**src/rtl/gray_wptr_full.sv**
```systemverilog
// Write-side pointer and full-flag controller for the async FIFO (write clock domain).
// Exports a registered Gray write pointer and derives full/level/almost_full from the synchronised read pointer.
module gray_wptr_full #(
    parameter int ADDR_WIDTH   = 4,
    parameter int SYNC_STAGES  = 2,
    parameter int AFULL_THRESH = 2**ADDR_WIDTH - 1
) (
    input  logic                  clk,
    input  logic                  rst,
    input  logic                  wr_en,
    input  logic [ADDR_WIDTH:0]   rq_gptr,
    output logic                  wr_ack,
    output logic [ADDR_WIDTH-1:0] waddr,
    output logic [ADDR_WIDTH:0]   wq_gptr,
    output logic [ADDR_WIDTH:0]   rptr_sync,
    output logic [ADDR_WIDTH:0]   level,
    output logic                  full,
    output logic                  almost_full
);

    localparam int PW = ADDR_WIDTH + 1;
    // Full when the write pointer is one lap ahead: the two Gray MSBs differ, the rest match.
    localparam logic [PW-1:0] FULL_MASK = PW'(2'b11) << (PW - 2);
    localparam logic [PW-1:0] AFULL_LVL = PW'(AFULL_THRESH);

    function automatic logic [PW-1:0] g2b(input logic [PW-1:0] g);
        logic [PW-1:0] b;
        b[PW-1] = g[PW-1];
        for (int i = PW - 2; i >= 0; i--) begin
            b[i] = b[i+1] ^ g[i];
        end
        return b;
    endfunction

    function automatic logic [PW-1:0] b2g(input logic [PW-1:0] b);
        return b ^ (b >> 1);
    endfunction

    logic [PW-1:0] wbin_r;
    logic [PW-1:0] wgray_r;
    logic [PW-1:0] sync_r [SYNC_STAGES];
    logic          full_r;

    logic          wr_ack_s;
    logic [PW-1:0] wbin_next_s;
    logic [PW-1:0] wgray_next_s;
    logic          full_next_s;
    logic [PW-1:0] rbin_sync_s;
    logic [PW-1:0] level_s;

    // Next-pointer and full-flag computation from the pre-edge state.
    always_comb begin
        wr_ack_s     = wr_en & ~full_r;
        wbin_next_s  = wbin_r;
        wgray_next_s = wgray_r;
        if (wr_ack_s) begin
            wbin_next_s  = wbin_r + PW'(1);
            wgray_next_s = b2g(wbin_r + PW'(1));
        end else begin
            wbin_next_s  = wbin_r;
            wgray_next_s = wgray_r;
        end
        full_next_s = (wgray_next_s == (sync_r[SYNC_STAGES-1] ^ FULL_MASK));
        rbin_sync_s = g2b(sync_r[SYNC_STAGES-1]);
        level_s     = wbin_r - rbin_sync_s;
    end

    // Write pointer (binary and Gray copies) and full flag registers.
    always_ff @(posedge clk or posedge rst) begin
        if (rst) begin
            wbin_r  <= '0;
            wgray_r <= '0;
            full_r  <= 1'b0;
        end else begin
            wbin_r  <= wbin_next_s;
            wgray_r <= wgray_next_s;
            full_r  <= full_next_s;
        end
    end

    // Plain flop chain for the incoming Gray read pointer; no logic between stages.
    always_ff @(posedge clk or posedge rst) begin
        if (rst) begin
            for (int i = 0; i < SYNC_STAGES; i++) begin
                sync_r[i] <= '0;
            end
        end else begin
            sync_r[0] <= rq_gptr;
            for (int i = 1; i < SYNC_STAGES; i++) begin
                sync_r[i] <= sync_r[i-1];
            end
        end
    end

    assign wr_ack      = wr_ack_s;
    assign waddr       = wbin_r[ADDR_WIDTH-1:0];
    assign wq_gptr     = wgray_r;
    assign rptr_sync   = sync_r[SYNC_STAGES-1];
    assign level       = level_s;
    assign full        = full_r;
    assign almost_full = (level_s >= AFULL_LVL);

endmodule

```
**config.mk**
```make
export PLATFORM = sky130hd
export DESIGN_NAME = gray_wptr_full
export DESIGN_NICKNAME = d
export VERILOG_FILES = /design/src/rtl/gray_wptr_full.sv
export SDC_FILE = /design/constraint.sdc
export NUM_CORES = 1
export LEC_CHECK = 0
export CAP_MARGIN = 20
export CORE_AREA = 2 2 55 67
export DETAILED_ROUTE_END_ITERATION = 8
export DIE_AREA = 0 0 57 69
export SETUP_SLACK_MARGIN = 0.02
export SLEW_MARGIN = 30
export SYNTH_ARGS = -nofsm -noshare
export SYNTH_HDL_FRONTEND = slang
export SYNTH_SLANG_ARGS = --single-unit
export TNS_END_PERCENT = 10
```
**constraint.sdc**
```tcl
create_clock -name clk -period 7.4 [get_ports clk]
set_input_delay 2.22 -clock clk [delete_from_list [all_inputs] [get_ports clk]]
set_output_delay 2.22 -clock clk [all_outputs]
set_load 0.005 [all_outputs]
```
# --- Yosys cells after proc, flatten, opt, wreduce, memory -nomap -nowiden ---
# Cells that the tools add are included.
totals:
  register_bits: 21
  wordCells: 18
classes:
  order_cmp: 1
  add_sub_neg: 2
  bitwise: 8
  n_eq_ne: 1
  n_mux: 1
op_table:
  columns: ["operator", "n"]
  rows:
  - ["$add 5x1->5 const B", 1]
  - ["$eq 5x5->1", 1]
  - ["$ge 5x4->1 const B", 1]
  - ["$mux 5", 1]
  - ["$sub 5x5->5", 1]
  - ["$xor 5x4->5", 1]
  - ["$xor 1x1->1", 4]
  - ["$not 2->2", 1]
  - ["$and 1x1->1", 1]
  - ["$not 1->1", 1]

# --- Logic depth before layout (Yosys ltp) ---
logic_depth:
  ltp_word: 6
  ltp_mapped: 12
  mapped_depth_nobuf: 11

# --- Least setup slack after synthesis ---
# Ideal clock, no wire load.
synth_path:
  path_type: "in2out"
  from: "in wr_en"
  to: "out wr_ack"
  slack_ns: 2.587
  required_ns: 5.180
  t_arrival_ns: 2.593
  path_stages: 4
  cell_sequence: "nand2b_1 buf_6 inv_2 buf_6"
synth_between:
  elab_chain_cells: 1
synth_rtl:
  columns: ["element", "line", "rtl"]
  rows:
  - ["start, declared", "10", "input logic wr_en,"]
  - ["$and 1x1->1", "53", "wr_ack_s = wr_en & ~full_r;"]
  - ["end, declared", "12", "output logic wr_ack,"]
# Every way passes these cells.

# --- Worst setup path in the final report ---
# Same ends and word-level chain as after synthesis.

==> impl_metrics.csv <==
group,metric,value,unit
timing,clock.fmax,0.170,GHz
timing,rsz0062_at_grt,"no",
run_status,status,"finished clean",
cts,cts_made_buffers,3,
timing,fin_skew,0.00406,ns
grt,grt_pass1_vias,838,
layout,final_cell_mix,"clkdlybuf4s50_1 (29), dfrtp_1 (21), xnor2_1 (11)",
cts,cts_buffer_depth,2,
power,vdd_drop_max,310,µV
min_path,hp-class,"reg -> reg",
min_path,holdPathEnd,"rptr_sync[3]",
floorplanning,die_w,57,µm
routing,viasPerCell,4.89,
routing,vias,831,
layout,final_nets,148,
placed_design,placed_cells,166,
critical_path,path_common_cell,"clkdlybuf4s50_1",
cts,cts_max_level,1,
floorplanning,pin_count,30,
power,power_leakage,0.000695,µW
placed_design,hpwl,1.71,mm
routing,finalWirelength,2.18,mm
layout,final_core_util,46.6,%
critical_path,start_kind,"primary input",
critical_path,critPathRequiredTime,5.18,ns
cts,cts_tree,"yes",
timing,finalMaxSlewViolations,0,
floorplanning,rows,23,
timing,fin_crit,5.88,ns
placed_design,place.gp.congestion,0.751,
critical_path,rrSetupSlack,5.41,ns
synth,synth_area,0.00125,mm²
timing,hold_slack,0.352,ns
critical_path,crit_type,"in -> out",
timing,relSlewSlack,47.5,%
layout,drive_gt1_share,11.3,%
cts,root_buffer,"clkbuf_8",
critical_path,critical_path_arrival,3.66,ns
cts,cts_resized,0,
synth,yosysTopAreaCellShare,42.0,%
critical_path,crit_path_end_kind,"primary output",
synth,yosys-top-cells-area,"dfrtp_1 (42%), xnor2_1 (7.7%), buf_4 (5.4%), ha_1 (5.0%), xor2_1 (4.2%)",
power,p_total,703,µW
timing,setup_tns,0,ns
grt,gr-total-overflow,0,
cts,clk_pin_slew,0.08,ns
synth,seq_area_frac_synth,42.0,%
timing,setup_viol,0,
synth,synth_cell_types,34,
power,powerDensity,460,mW/mm²
routing,wire_per_inst,12.8,µm
critical_path,r2r_cells,6,
synth,ys_ff_latch,21,
layout,n_antenna_cell,0,
cts,hold_buffers,0,
min_path,whs_path_depth,0,
critical_path,reg2reg_from,"wbin_r[0]",
floorplanning,coreArea,0.00328,mm²
grt,grt_max_degree,22,
critical_path,r2r-end,"full",
run,maxCapViolCount,0,
floorplanning,die_area,0.00393,mm²
critical_path,critPathMaxFanout,12,
layout,layout_commonest_cell,"clkdlybuf4s50_1",
floorplanning,initial_core_util,38.1,%
routing,postRouteAntennaNets,0,
synth,synthCells,113,
timing,hold_viol,0,
grt,grt_first_pass_wirelength,3.66,mm
cts,numClockSinks,21,
critical_path,critPathMaxStageDelay,0.54,ns
grt,antenna_found_initial,0,
critical_path,cp_slowest_cell,"clkdlybuf4s50_1",
critical_path,crit_chain,"clkdlybuf4s50_1 -> nand2b_1 -> inv_2 -> clkdlybuf4s50_1",
layout,n_fill_cell,330,
timing,fin_crit_sh,79.5,%
cts,clock_latency,0.26,ns
floorplanning,die_h,69,µm
synth,yosysWarningCount,0,
cts,cts_setup_buffers,0,
routing,drc,0,
synth,yosys.area.top_type,"dfrtp_1",
synth,syn_nets,127,
placed_design,portBuffers,29,
min_path,hold_start,"sync_r[8]",
layout,layout.cells.non_filler,170,
routing,firstDrtPassIters,4,
grt,grt_use_total,11.7,%
timing,tightestPinTransition,0.787,ns
routing,drtIter0Drc,3,
synth,avgSynthCellArea,11.1,µm²
layout,area_delta_synth_final,22.2,%
cells by family after synthesis:
kind of cell	count (synthesis)	share of synthesized area (%)
muxes	3	2.90
buffers and inverters	24	11.7
DFF	21	42.0
xor gates and xnor gates	22	19.5
AOI/OAI and AO/OA	15	8.51
and+or+nand+nor	22	8.71
adders and majority gates	6	6.61
flip-flops by register name (all words and copies together) (netlist names):
| name | flops |
|---|---|
| rptr_sync | 5 |
| wq_gptr | 5 |
| full | 1 |
| wbin_r | 5 |
| sync_r | 5 |
through the flow:
stage	setup WS (ns)	instance area, µm²
finish	1.52	1530
CTS	1.49	1530
detailed placement	1.51	1480
global route	1.44	1530
floorplan	2.59	1250
global placement	1.53	1480
worst max path at each step:
stage                from      to  depth (start not counted)
floorplan           wr_en  wr_ack                          4
global placement    wr_en  wr_ack                          4
detailed placement  wr_en  wr_ack                          4
CTS                 wr_en  wr_ack                          4
global route        wr_en  wr_ack                          4
finish              wr_en  wr_ack                          4
cell usage after synthesis:
library cell / number
o21ai_0: 1
nand3_1: 5
a21oi_1: 3
xnor2_1: 11
xnor2_2: 1
o21a_1: 1
and4b_2: 1
a31o_2: 1
a21boi_2: 1
buf_4: 9
dfrtp_1: 21
inv_2: 1
fa_1: 1
xor2_1: 6
mux2i_1: 1
xor2_2: 2
mux2_2: 1
ha_1: 5
a21o_1: 3
xnor3_1: 1
xor3_1: 1
nand2b_2: 1
a21boi_0: 1
nor2_1: 5
a41o_1: 1
buf_6: 3
nand2b_1: 1
nand4_1: 2
inv_1: 10
a21oi_2: 1
clkbuf_1: 1
mux2_4: 1
o21ai_1: 2
nand2_1: 7
critical path: cells and delay by family:
family	cells	cell delay (ns)
simple gates	1	0.19
buf+inv	3	1.25
per-layer routing:
layer / up-vias / wire, µm / GRT usage [%]
met3: 4 / 118 / 2.25
met2: 27 / 1090 / 19.9
met5: - / 0 / 0
met4: 0 / 43 / 5.43
met1: 403 / 921 / 14.0
li1: 397 / - / -
area by class of cell:
cell class / instances / area (µm²) / share of cell area, %
multi-input cells: 68 / 578 / 37.8
flip-flops and latches: 21 / 526 / 34.4
repair buffers: 29 / 290 / 19.0
well taps: 37 / 46.3 / 3.03
clock buffers: 3 / 41.3 / 2.70
inverters: 11 / 41.3 / 2.70
clock inverters: 1 / 5.00 / 0.328
power breakdown:
group          total [µW]  internal, µW  switching [µW]
clock network        73.9          37.4            36.4
logic                 437           268             169
registers             192           148            44.3
total                 703           454             249
(Power assumes the default switching activity.)
